File: src/rtl/db_ctrl_if.sv
// db_ctrl_if: job request (start_i, sao_en_i, ctu_x_i/ctu_y_i) and status (state_o, cnt_o, sys_ctu_*_o, busy_o, done_o) bundle for db_ctrl
`ifndef PIC_X_WIDTH
`define PIC_X_WIDTH 8
`endif
`ifndef PIC_Y_WIDTH
`define PIC_Y_WIDTH 8
`endif
interface db_ctrl_if;
  logic                    start_i;
  logic                    sao_en_i;
  logic [`PIC_X_WIDTH-1:0] ctu_x_i;
  logic [`PIC_Y_WIDTH-1:0] ctu_y_i;
  logic [2:0]              state_o;
  logic [8:0]              cnt_o;
  logic [`PIC_X_WIDTH-1:0] sys_ctu_x_o;
  logic [`PIC_Y_WIDTH-1:0] sys_ctu_y_o;
  logic                    busy_o;
  logic                    done_o;
  modport master (
    output start_i, sao_en_i, ctu_x_i, ctu_y_i,
    input  state_o, cnt_o, sys_ctu_x_o, sys_ctu_y_o, busy_o, done_o
  );
  modport slave (
    input  start_i, sao_en_i, ctu_x_i, ctu_y_i,
    output state_o, cnt_o, sys_ctu_x_o, sys_ctu_y_o, busy_o, done_o
  );
endinterface

File: src/rtl/db_ctrl.sv
// db_ctrl: per-CTU phase sequencer LOAD->DBY->DBU->DBV->[SAO]->OUT with phase counter, latched CTU position, busy and done pulse
`ifndef PIC_X_WIDTH
`define PIC_X_WIDTH 8
`endif
`ifndef PIC_Y_WIDTH
`define PIC_Y_WIDTH 8
`endif
module db_ctrl #(
  parameter int LOAD_LEN = 65,
  parameter int DBY_LEN  = 260,
  parameter int DBC_LEN  = 132,
  parameter int SAO_LEN  = 256,
  parameter int OUT_LEN  = 384
) (
  input logic       clk,
  input logic       rst,
  db_ctrl_if.slave  bus
);
  typedef enum logic [2:0] {
    IDLE = 3'b000,
    LOAD = 3'b001,
    DBY  = 3'b011,
    DBU  = 3'b010,
    DBV  = 3'b110,
    SAO  = 3'b100,
    OUT  = 3'b101
  } state_t;
  state_t                  state, nxt;
  logic [8:0]              cnt, last_m1;
  logic                    busy, done, sao_q;
  logic [`PIC_X_WIDTH-1:0] x_q;
  logic [`PIC_Y_WIDTH-1:0] y_q;
  always_comb begin
    last_m1 = state == LOAD ? 9'(LOAD_LEN - 1) :
              state == DBY  ? 9'(DBY_LEN - 1)  :
              (state == DBU || state == DBV) ? 9'(DBC_LEN - 1) :
              state == SAO  ? 9'(SAO_LEN - 1)  : 9'(OUT_LEN - 1);
    nxt = state == LOAD ? DBY :
          state == DBY  ? DBU :
          state == DBU  ? DBV :
          state == DBV  ? (sao_q ? SAO : OUT) :
          state == SAO  ? OUT : IDLE;
  end
  always_ff @(posedge clk or posedge rst) begin
    if (rst) begin
      state <= IDLE;
      cnt   <= '0;
      busy  <= 1'b0;
      done  <= 1'b0;
      sao_q <= 1'b0;
      x_q   <= '0;
      y_q   <= '0;
    end else begin
      done <= 1'b0;
      if (state == IDLE) begin
        if (bus.start_i) begin
          state <= LOAD;
          busy  <= 1'b1;
          sao_q <= bus.sao_en_i;
          x_q   <= bus.ctu_x_i;
          y_q   <= bus.ctu_y_i;
        end
      end else if (cnt == last_m1) begin
        state <= nxt;
        cnt   <= '0;
        busy  <= nxt != IDLE;
        done  <= nxt == IDLE;
      end else begin
        cnt <= cnt + 9'd1;
      end
    end
  end
  assign bus.state_o     = state;
  assign bus.cnt_o       = cnt;
  assign bus.busy_o      = busy;
  assign bus.done_o      = done;
  assign bus.sys_ctu_x_o = x_q;
  assign bus.sys_ctu_y_o = y_q;
endmodule

File: src/flat_wrapper.sv
// flat-port wrapper written by rule: the top's interface ports become plain ports
module db_ctrl_flat 
#(
  parameter int LOAD_LEN = 65,
  parameter int DBY_LEN  = 260,
  parameter int DBC_LEN  = 132,
  parameter int SAO_LEN  = 256,
  parameter int OUT_LEN  = 384
)
  (clk, rst, bus_start_i, bus_sao_en_i, bus_ctu_x_i, bus_ctu_y_i, bus_state_o, bus_cnt_o, bus_sys_ctu_x_o, bus_sys_ctu_y_o, bus_busy_o, bus_done_o);
  db_ctrl_if bus_i ();
  input logic clk;
  input logic rst;
  input wire logic [$bits(bus_i.start_i)-1:0] bus_start_i;
  input wire logic [$bits(bus_i.sao_en_i)-1:0] bus_sao_en_i;
  input wire logic [$bits(bus_i.ctu_x_i)-1:0] bus_ctu_x_i;
  input wire logic [$bits(bus_i.ctu_y_i)-1:0] bus_ctu_y_i;
  output wire logic [$bits(bus_i.state_o)-1:0] bus_state_o;
  output wire logic [$bits(bus_i.cnt_o)-1:0] bus_cnt_o;
  output wire logic [$bits(bus_i.sys_ctu_x_o)-1:0] bus_sys_ctu_x_o;
  output wire logic [$bits(bus_i.sys_ctu_y_o)-1:0] bus_sys_ctu_y_o;
  output wire logic [$bits(bus_i.busy_o)-1:0] bus_busy_o;
  output wire logic [$bits(bus_i.done_o)-1:0] bus_done_o;
  assign bus_i.start_i = bus_start_i;
  assign bus_i.sao_en_i = bus_sao_en_i;
  assign bus_i.ctu_x_i = bus_ctu_x_i;
  assign bus_i.ctu_y_i = bus_ctu_y_i;
  assign bus_state_o = bus_i.state_o;
  assign bus_cnt_o = bus_i.cnt_o;
  assign bus_sys_ctu_x_o = bus_i.sys_ctu_x_o;
  assign bus_sys_ctu_y_o = bus_i.sys_ctu_y_o;
  assign bus_busy_o = bus_i.busy_o;
  assign bus_done_o = bus_i.done_o;
  db_ctrl #(.LOAD_LEN(LOAD_LEN), .DBY_LEN(DBY_LEN), .DBC_LEN(DBC_LEN), .SAO_LEN(SAO_LEN), .OUT_LEN(OUT_LEN)) u_core (.clk(clk), .rst(rst), .bus(bus_i));
endmodule
File: config.mk
export PLATFORM = sky130hd
export DESIGN_NAME = db_ctrl_flat
export DESIGN_NICKNAME = d
export VERILOG_FILES = /design/src/rtl/db_ctrl_if.sv /design/src/rtl/db_ctrl.sv /design/src/flat_wrapper.sv
export SDC_FILE = /design/constraint.sdc
export NUM_CORES = 1
export LEC_CHECK = 0
export CAP_MARGIN = 20
export CORE_ASPECT_RATIO = 1.2
export CORE_MARGIN = 4
export CORE_UTILIZATION = 49
export CTS_BUF_LIST = sky130_fd_sc_hd__clkbuf_4 sky130_fd_sc_hd__clkbuf_8
export DETAILED_ROUTE_END_ITERATION = 6
export PLACE_DENSITY = 0.92
export SYNTH_ARGS = -nofsm -noshare
export SYNTH_HDL_FRONTEND = slang
export SYNTH_SLANG_ARGS = --single-unit
File: constraint.sdc
create_clock -name clk -period 6.7 [get_ports clk]
set_clock_uncertainty 0.2 [all_clocks]
set_input_delay 1.675 -clock clk [delete_from_list [all_inputs] [get_ports clk]]
set_output_delay 1.675 -clock clk [all_outputs]
set_load 0.1 [all_outputs]
==> results of run 1 <==
## through the flow
step                total power [mW]  cells  hold WS (ns)
finish                         0.318    227         0.319
global placement               0.209    218         0.289
global route                   0.332    227         0.331
CTS                            0.322    227         0.320
detailed placement             0.212    219         0.299
floorplan                      0.197    141         0.281
## synth_stat cells, types with 2 or more instances
cell type	instances	area [sq um]
dfrtp_1	31	776
mux2_2	17	191
nand2_1	16	60.1
nor2_1	6	22.5
nor3_1	6	30.0
clkbuf_1	5	18.8
o21ai_0	5	25.0
a21oi_1	3	15.0
and2_1	3	18.8
nor3b_1	3	22.5
xnor2_1	3	26.3
a211oi_1	2	15.0
a31oi_1	2	12.5
and4_1	2	17.5
buf_2	2	10.0
inv_1	2	7.51
nand3_1	2	10.0
nor2b_1	2	12.5
nor4_1	2	12.5
o211a_1	2	20.0
o21ai_1	2	10.0
o21bai_1	2	15.0
## cell type report
class | count | area share, %
timing repair buffer | 51 | 24.8
clock inverter | 1 | 0.236
inverter | 2 | 0.354
tap | 36 | 2.12
clock buffer | 7 | 2.48
multi-input combinational | 99 | 33.5
sequential | 31 | 36.6
## layout by cell type (no fill, tap or decap), types with 2 or more instances in the layout
cell / n
a211oi_1: 2
a21oi_1: 3
a31oi_1: 2
and2_1: 3
and4_1: 2
clkbuf_4: 7
clkdlybuf4s50_1: 49
dfrtp_1: 31
inv_1: 2
mux2_2: 17
nand2_1: 16
nand3_1: 2
nor2_1: 6
nor2b_1: 2
nor3_1: 6
nor3b_1: 3
nor4_1: 2
o211a_1: 2
o21ai_0: 5
o21ai_1: 2
o21bai_1: 2
xnor2_1: 3
## metal layers
metal	routed length, um	GRT usage [%]
met5	0	0
met4	59	8.06
met1	1440	23.7
met2	1970	34.0
met3	324	8.19
## power breakdown
| part | switching [mW] | internal, mW | total, mW |
|---|---|---|---|
| logic | 0.00801 | 0.0120 | 0.0200 |
| clock network | 0.0616 | 0.0489 | 0.111 |
| registers | 0.000298 | 0.187 | 0.188 |
| total | 0.0699 | 0.248 | 0.318 |
## sequential cells by signal, indices dropped and copies added (netlist names)
name / count
u_core.bus.cnt_o: 9
u_core.bus.sys_ctu_x_o: 8
u_core.bus.sys_ctu_y_o: 8
u_core.bus.state_o: 3
u_core.bus.busy_o: 1
u_core.bus.done_o: 1
u_core.sao_q: 1
## path summary, 6_finish.rpt
check	start	to	cells past startpoint	slack [ns]
max	u_core.bus.state_o[2]	bus_state_o[2]	1	2.67
min	u_core.bus.sys_ctu_y_o[0]	u_core.bus.sys_ctu_y_o[0]	1	0.32
max reg2reg	u_core.bus.cnt_o[2]	u_core.bus.busy_o	5	4.16
min reg2reg	u_core.bus.sys_ctu_y_o[0]	u_core.bus.sys_ctu_y_o[0]	1	0.32
max in group asynchronous	rst	u_core.bus.sys_ctu_y_o[4]	3	4.25
min in group asynchronous	rst	u_core.bus.sys_ctu_y_o[5]	2	1.54
## kinds of logic (layout without fill, tap and decap cells)
logic type	after synthesis	count (layout)	synth area share [%]
AOI/OAI and AO/OA	26	26	11.9
and+or+nand+nor	52	52	19.3
muxes	17	17	12.4
adders and majority gates	1	1	0.814
xor gates and xnor gates	3	3	1.71
buffers and inverters	11	61	3.42
DFF	31	31	50.4
==> results.yml, run 1 <==
timing:
  setup_viol: 0
  setup_tns_ns: 0
  fmax_mhz: 248
  rsz0062_at_grt: "no"
  period_share_pct: 60.1
  relSlewSlack_pct: 33.2
  period_minus_slack_ns: 4.03
  drv_slew: 0
  hold_viol_final: 0
  max_slew.worst_pin.slew_ns: 0.999
  setup_slack_ns: 2.67
placement:
  post-place-ws_ns: 3.04
  placed_cell_area_sq_um: 2060
  gp_congestion: 0.866
  dp_hpwl_um: 2840
  portBuffers: 49
yosys:
  synth_cell_type_count: 43
  synth_edf_count: 0
  yosys_warnings: 0
  postSynthCellCount: 141
  syn_nets: 162
  synth_flop_cell: "dfrtp_1"
  ys_seq_area_share_pct: 50.4
  avgSynthCellArea_sq_um: 10.9
  ys_seq_elements: 31
  netlist_area_sq_um: 1540
  synthArstFlopShare_pct: 100
final_layout:
  fin_util_pct: 70.0
  diodes: 0
  multi_input_area_sq_um: 709
  drive_gt1_share_pct: 17.3
  final_area_sq_um: 2120
  nets: 211
  seqCellArea_sq_um: 776
  area_growth_pct: 37.9
  fillers: 214
floorplanning:
  fp.dieW_um: 59.1
  io_pins: 50
  core_area_sq_um: 3030
  dieArea_sq_um: 4100
  fp-row-count: 22
  start_util_pct: 50.8
  die_y_um: 69.4
run:
  cap_violations: 0
routing:
  dr.pass1.iters: 4
  wl_um: 3800
  ant_nets: 0
  viasPerCell: 5.77
  remaining_drc_errors: 0
  wl_per_cell_um: 16.7
  vias: 1310
  drt-initial-drc-count: 55
setup_path:
  endpoint_kind: "primary output"
  critical-path-slowest-cell: "clkdlybuf4s50_1"
  critPathTopFamily: "buffers and inverters"
  path_class: "reg2out"
  worstPathMaxFanout: 15
  startpoint_type: "flop"
  cp_data_arrival_time_ns: 2.15
  cpPeakStageDelay_ns: 1.22
  critPathBufInv: 1
  worstPathCellList: "clkdlybuf4s50_1"
  required_ns: 4.83
global_routing:
  grt-ovfl-total: 0
  grt_max_degree: 19
  antenna_found_initial: 0
  grt_pass1_wl_um: 6510
  grt_pass1_vias: 1411
  grt_usage_pct: 20.7
clocking:
  cts-buffers-inserted: 5
  path_clk_slew_ns: 0.09
  clk_latency_ns: 0.33
  post_cts_resized: 0
  cts_sinks: 31
  postCtsSetupBuffers: 0
  clock_path_buffers: 2
  root_buffer: "clkbuf_4"
  cts_tree: "yes"
  cts_max_level: 2
  ctsHoldBuffers: 0
outcome:
  status: "complete, no violations"
power:
  p_per_area_nw_per_um2: 150
  ir_worst_vdd_v: 0.000136
  power_leakage_nw: 0.947
min_path:
  min_path_type: "reg2reg"
No activity file was read; power rests on OpenSTA's default activity.
==> run 2: changes to the inputs <==
--- a/config.mk
+++ b/config.mk
@@ -8,10 +8,10 @@
 export CAP_MARGIN = 20
 export CORE_ASPECT_RATIO = 1.2
 export CORE_MARGIN = 4
-export CORE_UTILIZATION = 49
+export CORE_UTILIZATION = 43
 export CTS_BUF_LIST = sky130_fd_sc_hd__clkbuf_4 sky130_fd_sc_hd__clkbuf_8
 export DETAILED_ROUTE_END_ITERATION = 6
-export PLACE_DENSITY = 0.92
+export PLACE_DENSITY = 0.86
 export SYNTH_ARGS = -nofsm -noshare
 export SYNTH_HDL_FRONTEND = slang
 export SYNTH_SLANG_ARGS = --single-unit
==> constraint.sdc (replaced) <==
create_clock -name clk -period 3.6 [get_ports clk]
set_clock_uncertainty 0.2 [all_clocks]
set_input_delay 0.9 -clock clk [delete_from_list [all_inputs] [get_ports clk]]
set_output_delay 0.9 -clock clk [all_outputs]
set_load 0.1 [all_outputs]
==> results.yml, run 2 (synthesized netlist as in run 1, its figures left out) <==
clocking:
  cts-buffers-inserted: 5
  cts_tree: "yes"
  clk_latency_ns: 0.28
  root_buffer: "clkbuf_8"
  cts_max_level: 2
  clock_path_buffers: 2
  path_clk_slew_ns: 0.06
  postCtsSetupBuffers: 0
  ctsHoldBuffers: 0
  post_cts_resized: 0
  cts_sinks: 31
placement:
  gp_congestion: 0.883
  portBuffers: 49
  placed_cell_area_sq_um: 1970
  placed_cells: 220
  dp_hpwl_um: 2670
floorplanning:
  fp.dieW_um: 62.6
  die_y_um: 73.5
  core_area_sq_um: 3400
  io_pins: 50
  dieArea_sq_um: 4600
  start_util_pct: 45.3
  fp-row-count: 23
timing:
  hold_viol_final: 0
  rsz0062_at_grt: "no"
  max_slew.worst_pin.slew_ns: 0.765
  drv_slew: 0
  period_share_pct: 68.7
  whs_ns: 0.309
  fmax_mhz: 404
  setup_tns_ns: 0
  period_minus_slack_ns: 2.47
  relSlewSlack_pct: 49.0
  setup_viol: 0
final_layout:
  final_common_cell: "buf_4"
  layout_common_cells: "buf_4 (32), dfrtp_1 (31), clkdlybuf4s50_1 (19)"
  nets: 211
  diodes: 0
  fin_util_pct: 60.2
  largest_reg_flops: 9
  drive_gt1_share_pct: 32.3
  area_growth_pct: 33.0
  final_area_sq_um: 2050
  finalNonFillerCells: 226
setup_path:
  endpoint_kind: "flop"
  startpoint_type: "flop"
  required_ns: 3.55
  path_class: "reg2reg"
  worstPathMaxFanout: 9
  cp_data_arrival_time_ns: 2.43
min_path:
  min_path_type: "reg2reg"
routing:
  wl_um: 3600
  ant_nets: 0
  drt-initial-drc-count: 31
  dr.pass1.iters: 5
  remaining_drc_errors: 0
  viasPerCell: 5.64
  wl_per_cell_um: 15.9
  vias: 1275
power:
  p_per_area_nw_per_um2: 311
  ir_worst_vdd_v: 0.000263
  power_leakage_nw: 0.995
global_routing:
  antenna_found_initial: 0
  grt_max_degree: 32
  grt_pass1_wl_um: 5880
  grt_pass1_vias: 1282
  grt-ovfl-total: 0
  grt_usage_pct: 16.3
run:
  cap_violations: 0
outcome:
  status: "complete, no violations"
## run 2: area by class of cell
class,instances,area [sq um]
Timing Repair Buffer,51,430
Inverter,2,7.51
Fill cell,272,1350
Tap cell,37,46.3
Sequential cell,31,776
Clock buffer,6,76.3
Multi-Input combinational cell,99,709
## run 2: worst paths after layout
path,cells past startpoint,end,start,slack (ns)
max,5,u_core.bus.cnt_o[6],u_core.bus.cnt_o[2],1.13
min,1,u_core.bus.sys_ctu_y_o[1],u_core.bus.sys_ctu_y_o[1],0.31
max in group asynchronous,3,u_core.bus.cnt_o[1],rst,2.13
min reg2reg,1,u_core.bus.sys_ctu_y_o[1],u_core.bus.sys_ctu_y_o[1],0.31
min in group asynchronous,3,u_core.bus.state_o[1],rst,0.79
max reg2reg,5,u_core.bus.cnt_o[6],u_core.bus.cnt_o[2],1.13
## run 2: per-stage QoR
step | total power [mW] | worst slack, ns
floorplan | 0.366 | 0.817
finish | 0.637 | 1.13
CTS | 0.643 | 1.14
global placement | 0.389 | 0.931
global route | 0.659 | 1.05
detailed placement | 0.391 | 0.861
## run 2: worst max-delay path: stages (launching register included)
cell and delay (ns):
dfrtp_1 0.45, or4_1 0.60, o211a_1 0.17, or4_4 0.61, nor2_4 0.20, o21ai_0 0.12
## run 2: power by group
part	internal, mW	switching [mW]	total, mW
Sequential	0.349	0.000486	0.350
Clock	0.136	0.117	0.253
Combinational	0.0199	0.0142	0.0340
## run 2: metal layers
layer | track usage, % | part of all wire (%) | wire, um | vias up
li1 | - | - | - | 611
met1 | 18.2 | 40 | 1430 | 611
met2 | 28.3 | 51 | 1830 | 45
met3 | 5.35 | 7.1 | 255 | 8
met4 | 8.09 | 2.2 | 81 | 0
met5 | 0 | 0 | 0 | -
